File: src/rtl/mux21_readout_arbiter_pkg.sv
// Shared definitions for the readout arbiter: FSM state encoding, mux select
// values and a small helper that picks the owner's copy of a per-source signal.
package abc_rdo_pkg;

    typedef enum logic [1:0] {
        ST_IDLE    = 2'd0,
        ST_GUARD   = 2'd1,
        ST_GRANT   = 2'd2,
        ST_RELEASE = 2'd3
    } state_t;

    localparam logic SRC0 = 1'b0;
    localparam logic SRC1 = 1'b1;

    function automatic logic owner_bit(input logic owner, input logic bit0, input logic bit1);
        return (owner == SRC1) ? bit1 : bit0;
    endfunction

endpackage

File: src/rtl/mux21_readout_arbiter_rr_pick2.sv
// Two-way round-robin pick: a lone requester wins outright, a tie goes to the
// source that did not own the line last.
module rr_pick2
    import abc_rdo_pkg::*;
(
    input  logic req0,
    input  logic req1,
    input  logic last_owner,
    output logic owner,
    output logic valid
);

    // Owner selection; defaults to source 0 when nobody is asking
    always_comb begin
        owner = SRC0;
        valid = req0 | req1;
        if (req0 && req1) begin
            owner = ~last_owner;
        end else if (req1) begin
            owner = SRC1;
        end
    end

endmodule

File: src/rtl/mux21_readout_arbiter.sv
// Readout arbiter for a shared 2:1 mux: grants one serial source at a time,
// inserts idle guard cycles around select changes and caps each grant at
// MAX_HOLD cycles. Every output comes straight from a register.
module mux21_readout_arbiter
    import abc_rdo_pkg::*;
#(
    parameter int GUARD_CYCLES = 2,
    parameter int MAX_HOLD     = 255,
    parameter int CNT_W        = 8
) (
    input  logic clk,
    input  logic rstb,
    input  logic req0,
    input  logic req1,
    input  logic done0,
    input  logic done1,
    output logic gnt0,
    output logic gnt1,
    output logic sel,
    output logic idle_force,
    output logic busy,
    output logic timeout_err
);

    localparam logic [CNT_W-1:0] GUARD_LOAD = (GUARD_CYCLES > 0) ? CNT_W'(GUARD_CYCLES - 1) : '0;
    localparam logic [CNT_W-1:0] HOLD_LAST  = CNT_W'(MAX_HOLD - 1);

    state_t            state_q, state_n;
    logic [CNT_W-1:0]  cnt_q, cnt_n;
    logic              owner_q, owner_n;
    logic              last_q, last_n;
    logic              sel_n;
    logic              tmo_n;
    logic              gnt0_n, gnt1_n;
    logic              pick_owner, pick_valid;
    logic              req_own, done_own;

    rr_pick2 u_pick (
        .req0       (req0),
        .req1       (req1),
        .last_owner (last_q),
        .owner      (pick_owner),
        .valid      (pick_valid)
    );

    assign req_own  = owner_bit(owner_q, req0, req1);
    assign done_own = owner_bit(owner_q, done0, done1);

    // Next-state, counter, select and registered-output values
    always_comb begin
        state_n = state_q;
        cnt_n   = cnt_q;
        owner_n = owner_q;
        last_n  = last_q;
        sel_n   = sel;
        tmo_n   = 1'b0;
        case (state_q)
            ST_IDLE: begin
                if (pick_valid) begin
                    owner_n = pick_owner;
                    if (pick_owner == sel) begin
                        state_n = ST_GRANT;
                        cnt_n   = '0;
                        last_n  = pick_owner;
                    end else if (GUARD_CYCLES > 0) begin
                        sel_n   = pick_owner;
                        state_n = ST_GUARD;
                        cnt_n   = GUARD_LOAD;
                    end else begin
                        sel_n   = pick_owner;
                        state_n = ST_GRANT;
                        cnt_n   = '0;
                        last_n  = pick_owner;
                    end
                end
            end
            ST_GUARD: begin
                if (!req_own) begin
                    state_n = ST_IDLE;
                end else if (cnt_q == '0) begin
                    state_n = ST_GRANT;
                    last_n  = owner_q;
                end else begin
                    cnt_n = cnt_q - 1'b1;
                end
            end
            ST_GRANT: begin
                if (done_own || !req_own) begin
                    state_n = ST_RELEASE;
                end else if (cnt_q == HOLD_LAST) begin
                    state_n = ST_RELEASE;
                    tmo_n   = 1'b1;
                end else begin
                    cnt_n = cnt_q + 1'b1;
                end
            end
            ST_RELEASE: begin
                state_n = ST_IDLE;
            end
            default: begin
                state_n = ST_IDLE;
            end
        endcase
        gnt0_n = (state_n == ST_GRANT) && (owner_n == SRC0);
        gnt1_n = (state_n == ST_GRANT) && (owner_n == SRC1);
    end

    // State, counter and output registers with asynchronous reset
    always_ff @(posedge clk or negedge rstb) begin
        if (!rstb) begin
            state_q     <= ST_IDLE;
            cnt_q       <= '0;
            owner_q     <= SRC0;
            last_q      <= SRC1;
            sel         <= SRC0;
            gnt0        <= 1'b0;
            gnt1        <= 1'b0;
            idle_force  <= 1'b1;
            busy        <= 1'b0;
            timeout_err <= 1'b0;
        end else begin
            state_q     <= state_n;
            cnt_q       <= cnt_n;
            owner_q     <= owner_n;
            last_q      <= last_n;
            sel         <= sel_n;
            gnt0        <= gnt0_n;
            gnt1        <= gnt1_n;
            idle_force  <= ~(gnt0_n | gnt1_n);
            busy        <= (state_n != ST_IDLE);
            timeout_err <= tmo_n;
        end
    end

endmodule
File: config.mk
export PLATFORM = sky130hd
export DESIGN_NAME = mux21_readout_arbiter
export DESIGN_NICKNAME = d
export VERILOG_FILES = /design/src/rtl/mux21_readout_arbiter_pkg.sv /design/src/rtl/mux21_readout_arbiter_rr_pick2.sv /design/src/rtl/mux21_readout_arbiter.sv
export SDC_FILE = /design/constraint.sdc
export NUM_CORES = 1
export LEC_CHECK = 0
export CORE_ASPECT_RATIO = 1.2
export CORE_MARGIN = 10
export CORE_UTILIZATION = 45
export DETAILED_ROUTE_END_ITERATION = 6
export PLACE_DENSITY_LB_ADDON = 0.05
export SLEW_MARGIN = 20
export SYNTH_ARGS = -nofsm -noshare
export SYNTH_HDL_FRONTEND = slang
export SYNTH_SLANG_ARGS = --single-unit
File: constraint.sdc
create_clock -name clk -period 4.2 [get_ports clk]
set_input_delay 0.84 -clock clk [delete_from_list [all_inputs] [get_ports clk]]
set_output_delay 0.84 -clock clk [all_outputs]
set_load 0.01 [all_outputs]
==> summary.txt <==
Outcome
  – Status: completed

STA
  – Final Setup Violations: 0
  – Final Hold Viols: 0
  – F_max: about 350 MHz
  – Final worst path period need: 2.85 ns
  – Count of final max-slew check failures: 0
  – Skew final: between 0.004 and 0.005 ns
  – Slew HR: 0.448
  – Worst setup margin: 1.35 ns
  – Total Negative Setup Slacks: 0 ns
  – RSZ-0062 raised after global routing: false
  – Least-Margin Pin Slew: 0.825 ns
  – Final worst-path cycle share: 0.679

Power
  – PwrDens: 913 nW/µm²
  – Combinational share of power: 0.691
  – IR drop worst, VDD: roughly 0.0005 V
  – Switching power: 0.672 mW
  – Power Internal: 0.781 mW
  – Sequential power share: 0.231
  – Switching share of power: 0.462
  – Leakage Power: 0.679 nW
  – Clock share of power: 0.077

Global routing
  – GRT Util Overall: 0.117
  – Met2 Track Usage GR: 0.220
  – Grt met1 use: 0.125
  – Met3 Use GR: 0.0133
  – Most used routing layer: met2
  – Largest net degree at the start of global routing: 19
  – First-pass GRT wire length: between 5000 and 6000 µm
  – Antenna violations before repair: 0
  – Remaining Overflow, GRT: 0
  – Vias in the first global route: 1183

Critical path
  – Slowest CP cell: dfrtp_1
  – Worst Path Arrival: a little over 3 ns
  – Reg-to-reg slack, setup: 1.35 ns
  – Worst Reg-to-Reg Cells: 9
  – CP Buf/Inv Count: 2
  – Critical setup path kind: flip-flop to flip-flop
  – CP cell instances: inv_1 -> ha_1 -> inv_1 -> ha_1 -> a211oi_1 -> o21ai_0 -> a21oi_1 -> xnor2_1 -> a311o_1
  – CP max FO: 9
  – Max incr delay on CP: 0.46 ns
  – Startpoint class of the critical path: flip-flop
  – CP required: approximately 4.4 ns
  – Critical path's top delay family: compound AO/OA/AOI/OAI gates
  – Worst setup EP type: flip-flop
  – Crit path depth: 9

Cells and area
  – Filler instances: approximately 290
  – # diodes: 0
  – Fin nets: 184
  – Share of cells above drive strength 1: 0.0970
  – Layout area overhead: 11.8%

Clocking
  – CTS Buffer Depth: 2
  – Hold bufs inserted after CTS: 0
  – Num CTS Buffers: 3
  – H-tree levels: 1
  – CTS clk-pin slew, worst paths: 0.11 ns
  – Clk_lat worst skew: 0.30 ns
  – CTS tree: yes
  – Post CTS Setup Buffer Count: 0
  – Clock sink count: 18
  – Post-CTS sizing: 0
  – Root buffer cell: clkbuf_4

Yosys
  – Post-Syn Instances: roughly 150
  – Most frequent cells after synthesis: dfrtp_1, nor2_1, a21oi_1, ha_1, inv_1
  – Top cells by area, synth: dfrtp_1, ha_1, mux2_4
  – Post-synth cell types: 49
  – Syn nets: around 170
  – Area leader, netlist: dfrtp_1
  – Asr flop ratio synth: 1.00
  – Share of the synthesized area in the top cell type: 0.281
  – Post-synth EDFFs: 0
  – Most used DFF post-synth: dfrtp_1
  – Syn Area/Cell: roughly 9.2 µm²
  – Ys Warns: 0
  – Seq cells post-synth: 18
  – Most common cell in the netlist: dfrtp_1
  – Sequential cell area fraction in the yosys report: 0.318
  – Post-Syn Area: between 1000 and 1500 µm²

Floorplanning
  – Die width: 71.3 µm
  – Initial Utilization: 0.466
  – Die Y: roughly 80 µm
  – DIE AREA: 5820 µm²
  – Std-Cell Rows: 22
  – Core Footprint: 3060 µm²
  – IO Count: 12

Placement
  – Place WS: 1.11 ns
  – Number of port buffers: 11
  – DP Wirelength: 2480 µm
  – GP Congestion: 0.868

Worst hold path
  – Hold Crit Class: flip-flop to flip-flop
  – Cell depth of the worst min-delay path: 2

Detailed routing
  – WL/cell: 16.0 µm
  – DR vias/cell: 5.97
  – DRC: 0
  – Post-route ant nets: 0
  – Via count: 1199
  – Starting DRT DRC Count: 75
  – Number of iterations in the first detailed-routing pass: 5
  – Final wirelength: about 3200 µm

Flow run
  – Max Cap Violations: 0
==> layer usage <==
| metal | vias to the layer above | share of wire |
|---|---|---|
| met5 | - | 0 |
| met4 | 0 | 0.024 |
| met3 | 7 | 0.037 |
| met2 | 26 | 0.52 |
| met1 | 577 | 0.42 |
| li1 | 589 | - |
==> layout by cell type, fill, tap and decap left out, types with 3 or more instances in the layout <==
| master | count |
|---|---|
| a21oi_1 | 11 |
| clkbuf_4 | 3 |
| clkdlybuf4s50_1 | 11 |
| dfrtp_1 | 16 |
| ha_1 | 11 |
| inv_1 | 11 |
| mux2_4 | 4 |
| mux2i_1 | 5 |
| nand2_1 | 5 |
| nand2b_1 | 6 |
| nor2_1 | 13 |
| nor2b_1 | 7 |
| nor3_1 | 6 |
| o211ai_1 | 3 |
| o21a_1 | 3 |
| o21ai_0 | 6 |
==> worst register-to-register path, delay by kind of cell (launching register included) <==
kind | cells | cell delay (ns)
XOR/XNOR | 1 | 0.08
adder cells (fa/ha/maj) | 2 | 0.71
AO/OA/AOI/OAI | 4 | 1.10
flip-flops | 1 | 0.46
buffers and inverters | 2 | 0.41
==> path summary, 6_finish.rpt <==
kind,from,end
setup / recovery,state_q[0],cnt_q[7]
hold / removal,last_q,last_q
setup reg to reg,state_q[0],cnt_q[7]
hold reg to reg,last_q,last_q
max in group asynchronous,rstb,gnt1
min in group asynchronous,rstb,sel
==> sequential cells by signal, summed over array words and instances (netlist names) <==
register,count
busy,1
sel,1
cnt_q,8
gnt1,1
state_q,2
owner_q,1
timeout_err,1
gnt0,1
idle_force,1
last_q,1
==> per-stage QoR <==
| step | area, µm² | cells | hold slack (ns) | power (mW) | util |
|---|---|---|---|---|---|
| after floorplan | 1420 | 154 | 0.463 | 1.11 | - |
| final | 1590 | 201 | 0.501 | 1.45 | 0.520 |
| after detailed placement | 1550 | 197 | 0.481 | 1.34 | 0.509 |
| after CTS | 1590 | 201 | 0.503 | 1.46 | 0.520 |
| after global placement | 1550 | 197 | 0.481 | 1.33 | 0.509 |
| after global routing | 1590 | 201 | 0.513 | 1.60 | 0.520 |
==> cell families (layout without fill, tap and decap cells) <==
family          Yosys count  in the layout  share of synthesized area
flops                    18             18                      0.318
buf+inv                  15             26                     0.0457
xor+xnor                  2              2                     0.0123
fa+ha+maj                12             12                      0.111
compound gates           45             45                      0.218
simple gates             51             51                      0.201
mux                      11             11                     0.0932
==> cell type report <==
class	instances	area (µm²)	area share
multi-input cells	121	905	0.569
flip-flops and latches	18	453	0.285
well taps	36	45.0	0.0283
repair buffers	11	110	0.0692
inverters	11	41.3	0.0260
clock buffers	4	36.3	0.0228
==> power by group through the flow <==
| stage | sequential [mW] | combinational, mW | clock (mW) |
|---|---|---|---|
| after floorplan | 0.324 | 0.787 | 0 |
| after global placement | 0.342 | 0.985 | 0 |
| after detailed placement | 0.340 | 1.00 | 0 |
| after CTS | 0.336 | 1.01 | 0.114 |
| after global routing | 0.350 | 1.13 | 0.122 |
| final | 0.336 | 1.00 | 0.112 |
No activity file was read; power rests on OpenSTA's default activity.
